`src/rtl/router_pkt_tx.sv`:
```
// router_pkt_tx: buffers one host packet (up to 63 payload bytes) and then
// streams header, payload and an XOR parity byte to a router input port,
// obeying the router's busy stall. After the parity byte it watches the
// router error flag for a short window and reports per-packet status.
module router_pkt_tx #(
  parameter int unsigned ERR_WAIT = 3
) (
  input  logic       clock_i,
  input  logic       reset_i,
  input  logic       start_i,
  input  logic [1:0] dest_addr_i,
  input  logic [5:0] payload_len_i,
  input  logic       in_valid_i,
  input  logic [7:0] in_data_i,
  output logic       in_ready_o,
  input  logic       corrupt_parity_i,
  input  logic       busy_i,
  input  logic       router_error_i,
  output logic       pkt_valid_o,
  output logic [7:0] data_out_o,
  output logic       tx_active_o,
  output logic       done_o,
  output logic       pkt_err_o
);

  localparam int CW = (ERR_WAIT < 1) ? 1 : $clog2(ERR_WAIT + 1);

  typedef enum logic [2:0] {
    IDLE     = 3'd0,
    LOAD     = 3'd1,
    HEADER   = 3'd2,
    PAYLOAD  = 3'd3,
    PARITY   = 3'd4,
    WAIT_ERR = 3'd5
  } state_t;

  state_t          state_q, state_d;
  logic [7:0]      hdr_q, hdr_d;
  logic [5:0]      len_q, len_d;
  logic            corrupt_q, corrupt_d;
  logic [5:0]      idx_q, idx_d;
  logic [7:0]      par_q, par_d;
  logic [7:0]      data_q, data_d;
  logic            pkt_valid_q, pkt_valid_d;
  logic            done_q, done_d;
  logic            pkt_err_q, pkt_err_d;
  logic            err_seen_q, err_seen_d;
  logic [CW-1:0]   wait_q, wait_d;
  logic            buf_we_s;
  logic [7:0]      buf_q [64];

  assign in_ready_o  = (state_q == LOAD);
  assign tx_active_o = (state_q != IDLE);
  assign pkt_valid_o = pkt_valid_q;
  assign data_out_o  = data_q;
  assign done_o      = done_q;
  assign pkt_err_o   = pkt_err_q;

  // Payload buffer write port; contents intentionally survive reset.
  always_ff @(posedge clock_i) begin
    if (buf_we_s) begin
      buf_q[idx_q] <= in_data_i;
    end
  end

  // State and datapath registers.
  always_ff @(posedge clock_i or posedge reset_i) begin
    if (reset_i) begin
      state_q     <= IDLE;
      hdr_q       <= 8'd0;
      len_q       <= 6'd0;
      corrupt_q   <= 1'b0;
      idx_q       <= 6'd0;
      par_q       <= 8'd0;
      data_q      <= 8'd0;
      pkt_valid_q <= 1'b0;
      done_q      <= 1'b0;
      pkt_err_q   <= 1'b0;
      err_seen_q  <= 1'b0;
      wait_q      <= '0;
    end else begin
      state_q     <= state_d;
      hdr_q       <= hdr_d;
      len_q       <= len_d;
      corrupt_q   <= corrupt_d;
      idx_q       <= idx_d;
      par_q       <= par_d;
      data_q      <= data_d;
      pkt_valid_q <= pkt_valid_d;
      done_q      <= done_d;
      pkt_err_q   <= pkt_err_d;
      err_seen_q  <= err_seen_d;
      wait_q      <= wait_d;
    end
  end

  // Next-state and output-register logic; busy=0 in a send state means the
  // byte currently on data_out is taken by the router at this edge.
  always_comb begin
    state_d     = state_q;
    hdr_d       = hdr_q;
    len_d       = len_q;
    corrupt_d   = corrupt_q;
    idx_d       = idx_q;
    par_d       = par_q;
    data_d      = data_q;
    pkt_valid_d = pkt_valid_q;
    done_d      = 1'b0;
    pkt_err_d   = 1'b0;
    err_seen_d  = err_seen_q;
    wait_d      = wait_q;
    buf_we_s    = 1'b0;
    case (state_q)
      IDLE: begin
        if (start_i) begin
          if (dest_addr_i == 2'd3) begin
            done_d    = 1'b1;
            pkt_err_d = 1'b1;
          end else begin
            hdr_d     = {payload_len_i, dest_addr_i};
            len_d     = payload_len_i;
            corrupt_d = corrupt_parity_i;
            idx_d     = 6'd0;
            par_d     = 8'd0;
            if (payload_len_i == 6'd0) begin
              state_d     = HEADER;
              data_d      = {payload_len_i, dest_addr_i};
              pkt_valid_d = 1'b1;
            end else begin
              state_d = LOAD;
            end
          end
        end
      end
      LOAD: begin
        if (in_valid_i) begin
          buf_we_s = 1'b1;
          idx_d    = idx_q + 6'd1;
          if (idx_q == (len_q - 6'd1)) begin
            state_d     = HEADER;
            data_d      = hdr_q;
            pkt_valid_d = 1'b1;
            idx_d       = 6'd0;
          end
        end
      end
      HEADER: begin
        if (!busy_i) begin
          par_d = par_q ^ data_q;
          if (len_q == 6'd0) begin
            state_d     = PARITY;
            data_d      = par_q ^ data_q ^ {7'd0, corrupt_q};
            pkt_valid_d = 1'b0;
          end else begin
            state_d = PAYLOAD;
            data_d  = buf_q[6'd0];
            idx_d   = 6'd1;
          end
        end
      end
      PAYLOAD: begin
        if (!busy_i) begin
          par_d = par_q ^ data_q;
          if (idx_q < len_q) begin
            data_d = buf_q[idx_q];
            idx_d  = idx_q + 6'd1;
          end else begin
            state_d     = PARITY;
            data_d      = par_q ^ data_q ^ {7'd0, corrupt_q};
            pkt_valid_d = 1'b0;
          end
        end
      end
      PARITY: begin
        if (!busy_i) begin
          state_d    = WAIT_ERR;
          data_d     = 8'd0;
          err_seen_d = 1'b0;
          wait_d     = CW'(ERR_WAIT);
        end
      end
      WAIT_ERR: begin
        err_seen_d = err_seen_q | router_error_i;
        if (wait_q == '0) begin
          done_d    = 1'b1;
          pkt_err_d = err_seen_q | router_error_i;
          state_d   = IDLE;
        end else begin
          wait_d = wait_q - CW'(1);
        end
      end
      default: begin
        state_d = IDLE;
      end
    endcase
  end

endmodule

```
`config.mk`:
```
export PLATFORM = sky130hd
export DESIGN_NAME = router_pkt_tx
export DESIGN_NICKNAME = d
export VERILOG_FILES = /design/src/rtl/router_pkt_tx.sv
export SDC_FILE = /design/constraint.sdc
export NUM_CORES = 1
export LEC_CHECK = 0
export CORE_ASPECT_RATIO = 0.5
export CORE_MARGIN = 8
export CORE_UTILIZATION = 35
export DETAILED_ROUTE_END_ITERATION = 8
export HOLD_SLACK_MARGIN = 0.02
export PLACE_DENSITY = 0.61
export SLEW_MARGIN = 15
export SYNTH_ARGS = -nofsm -noshare
export SYNTH_HDL_FRONTEND = slang
export SYNTH_SLANG_ARGS = --single-unit
```
`constraint.sdc`:
```
create_clock -name clock_i -period 4.6 [get_ports clock_i]
set_input_delay 0.46 -clock clock_i [delete_from_list [all_inputs] [get_ports clock_i]]
set_output_delay 0.46 -clock clock_i [all_outputs]
set_load 0.02 [all_outputs]
```
==> implementation parameters <==
Parameter                              Value

Cells and area
  Multi-input gate area in the final layout    0.00593 sq mm
  Commonest non-fill, non-tap cells in the layout    512 x sky130_fd_sc_hd__edfxtp_1, 113 x sky130_fd_sc_hd__nor2_1, 83 x sky130_fd_sc_hd__buf_4
  Share of layout cells above drive strength 1    18.1%
  FF+latch area    0.0164 sq mm
  Most common library cell in the layout ignoring fill and taps    sky130_fd_sc_hd__edfxtp_1
  Synthesis-to-layout area growth    14.5%
  Count of inserted antenna diode cells    0
  Number of fillers in the final layout    5872
  Number of nets in the final layout    1554

Yosys
  Dominant register cell in the synthesized netlist    sky130_fd_sc_hd__edfxtp_1
  Average footprint of a synthesized cell    15.9 sq um
  Share of the synthesized area in the top cell type    67.2%
  Unique masters post-synth    71
  Post-synthesis sequential area ratio    71.5%
  Top post-synthesis cells by area    sky130_fd_sc_hd__edfxtp_1 67%, sky130_fd_sc_hd__mux4_2 4.6%, sky130_fd_sc_hd__dfrtp_1 4.4%
  Seq cells post-synth    552
  Net Count, Synth    1468
  Number of synthesized flops with an enable pin    512
  Post-Synthesis Cells    1436
  Yosys warns    0
  Share of async-settable or async-resettable flops after synthesis    7.25%
  Largest area contributor in the netlist    sky130_fd_sc_hd__edfxtp_1
  Mapped cell area    0.0229 sq mm

Setup path
  Arrival @ worst endpoint    4.09 ns
  Worst Setup Path Type    reg2reg
  Element type at the critical path start    flop
  Required time at the worst-slack endpoint    5.07 ns
  Max Fanout on Critical Path    43
  Crit path capture type    flop
  R2r setup slk    0.98 ns

GRT
  Global-route wire length before repair    92.7 mm
  Global-route congestion overflow total    0
  Antenna violations before repair    1
  Largest net degree at the start of global routing    65
  Overall global routing resource usage    16.6%
  Via count of the first global-routing pass    13374

Clock tree
  Hold Buf Count CTS    0
  Setup fix buffers added after clock tree synthesis    0
  Clock latency reported for the late side of the worst-skew pair    0.59 ns
  Number of buffers created by CTS    51
  Clock-pin transition on the worst setup and hold timing paths    0.07 ns
  Root Buffer Master    sky130_fd_sc_hd__clkbuf_16
  CTS tree    built
  Clock tree sinks    552
  PostCTS Resize Cnt    0
  Buffer levels on the longest clock path    3
  H-Tree Depth    2

Floorplanning
  Area inside the core boundary    0.0648 sq mm
  Starting density of the core    35.3%
  Vertical die dimension    197 um
  Die Wd    378 um
  Number of placed I/O pins    36
  Standard-cell row count    66
  Total Die Area    0.0743 sq mm

Timing
  Clock Skews    0.0265 ns
  Highest clock frequency the design can meet    276 MHz
  Fraction of the cycle the final worst path needs    78.7%
  Tightest slew margin relative to the limit    14.8%
  Final Hold Viols    0
  Worst-Margin Slew    1.27 ns
  Total negative setup slack    0 ns
  Count of pins over their slew limit    0
  Setup slack of the critical path after layout    0.981 ns
  Count of final setup violators    0
  Unrepaired setup endpoints after global routing    no
  Final min period    3.62 ns

Routing
  DRT Pass-1 Iters    7
  DR iter-0 viols    2036
  Antenna-violating nets left    0
  Ratio of routed vias to standard cells    5.60
  Via count    13715
  Drt wl/cell    26.1 um
  Final routed DRC violation total    0
  Final Routed Wirelength    63.8 mm

Hold path
  Hold WC Path Type    in2async

Pwr
  Cell area power density    545 mW/mm^2
  VDD IR-drop max    0.000390 V
  Leakage power total    0.00843 uW

Placement
  Half-perimeter wire length after placement    40.8 mm
  Final RePlAce weighted congestion    0.903
  Port Buf Inserts    35
  Setup slack after placement    1.08 ns

Run
  Max cap viols    0

Run status
  Run status    finished, final reports clean
==> kinds of logic (layout without fill, tap and decap cells) <==
logic type,count (synthesis),in the layout,share of synthesized area [%]
adder cells (fa/ha/maj),9,9,0.492
XOR/XNOR,8,8,0.306
flip-flops,552,552,71.5
AO/OA/AOI/OAI,332,332,10.3
buffers and inverters,115,243,2.59
multiplexers,148,148,9.40
AND/OR/NAND/NOR,272,272,5.41
==> worst paths after layout <==
path | startpoint | cells past startpoint | endpoint
min in group clock_i | in_data_i[5] | 1 | buf_q[38][5]$_DFFE_PP_
hold / removal | reset_i | 3 | corrupt_q$_DFFE_PP0P_
max in group asynchronous | reset_i | 3 | idx_q[0]$_DFFE_PP0P_
setup / recovery | idx_q[2]$_DFFE_PP0P_ | 9 | data_out_o[0]$_DFFE_PP0P_
hold reg to reg | pkt_valid_o$_DFFE_PP0P_ | 1 | pkt_valid_o$_DFFE_PP0P_
setup reg to reg | idx_q[2]$_DFFE_PP0P_ | 9 | data_out_o[0]$_DFFE_PP0P_
==> stage by stage <==
stage                     power [uW]  util, %  hold WS, ns  std cells  instance area [sq um]
final                          14300     40.4        0.330       2448                  26200
after global routing           14800     40.4        0.376       2448                  26200
after CTS                      14300     40.4        0.336       2448                  26200
after detailed placement       10000     37.8        0.490       2353                  24500
after global placement         10000     37.8        0.486       2353                  24500
after floorplan                 8630        -        0.464       1436                  22900
==> power breakdown <==
group          leakage [uW]  switching (uW)  internal (uW)
clock              0.000825            1860           2450
combinational       0.00251            2360           1540
sequential          0.00509             421           5660
total               0.00843            4640           9650
==> flip-flops by register name (all words and copies together), names as in the netlist, 2 cells and up <==
| register | flops |
|---|---|
| par_q | 8 |
| hdr_q | 8 |
| idx_q | 6 |
| wait_q | 2 |
| buf_q | 512 |
| state_q | 3 |
| data_out_o | 8 |
==> synth_stat cells, types with 14 or more instances <==
| library cell | count |
|---|---|
| sky130_fd_sc_hd__buf_2 | 36 |
| sky130_fd_sc_hd__inv_1 | 25 |
| sky130_fd_sc_hd__nand3_1 | 14 |
| sky130_fd_sc_hd__a22o_1 | 14 |
| sky130_fd_sc_hd__a221oi_1 | 36 |
| sky130_fd_sc_hd__o21ai_0 | 71 |
| sky130_fd_sc_hd__nand2_1 | 70 |
| sky130_fd_sc_hd__mux2_2 | 36 |
| sky130_fd_sc_hd__nor2_1 | 113 |
| sky130_fd_sc_hd__clkbuf_1 | 30 |
| sky130_fd_sc_hd__edfxtp_1 | 512 |
| sky130_fd_sc_hd__o22ai_1 | 20 |
| sky130_fd_sc_hd__a21oi_1 | 55 |
| sky130_fd_sc_hd__a221o_1 | 21 |
| sky130_fd_sc_hd__a22oi_1 | 28 |
| sky130_fd_sc_hd__dfrtp_1 | 40 |
| sky130_fd_sc_hd__mux4_2 | 47 |
| sky130_fd_sc_hd__mux2i_1 | 53 |
==> per-layer routing <==
layer | vias up | global-route usage (%) | part of all wire, %
met5 | - | 0 | 0
met4 | 0 | 4.59 | 2.7
met3 | 105 | 3.64 | 10
met2 | 735 | 25.1 | 44
met1 | 6977 | 24.1 | 43
li1 | 5898 | - | -
==> layout make-up <==
cell class / count / share of cell area [%]
Sequential cell: 552 / 62.5
Multi-Input combinational cell: 769 / 22.6
Clock buffer: 61 / 5.17
Tap cell: 884 / 4.22
Timing Repair Buffer: 122 / 3.87
Clock inverter: 34 / 1.26
Inverter: 26 / 0.372
==> worst max-delay path, stage by stage (launching register included) <==
cell and delay, ns:
sky130_fd_sc_hd__dfrtp_4 0.80, sky130_fd_sc_hd__buf_4 0.41, sky130_fd_sc_hd__nor2_2 0.05, sky130_fd_sc_hd__buf_4 0.23, sky130_fd_sc_hd__a221oi_2 0.35, sky130_fd_sc_hd__o22ai_1 0.16, sky130_fd_sc_hd__a221o_1 0.37, sky130_fd_sc_hd__a2111oi_2 0.61
sky130_fd_sc_hd__o211ai_1 0.17, sky130_fd_sc_hd__mux2_2 0.28
(Power assumes the default switching activity.)
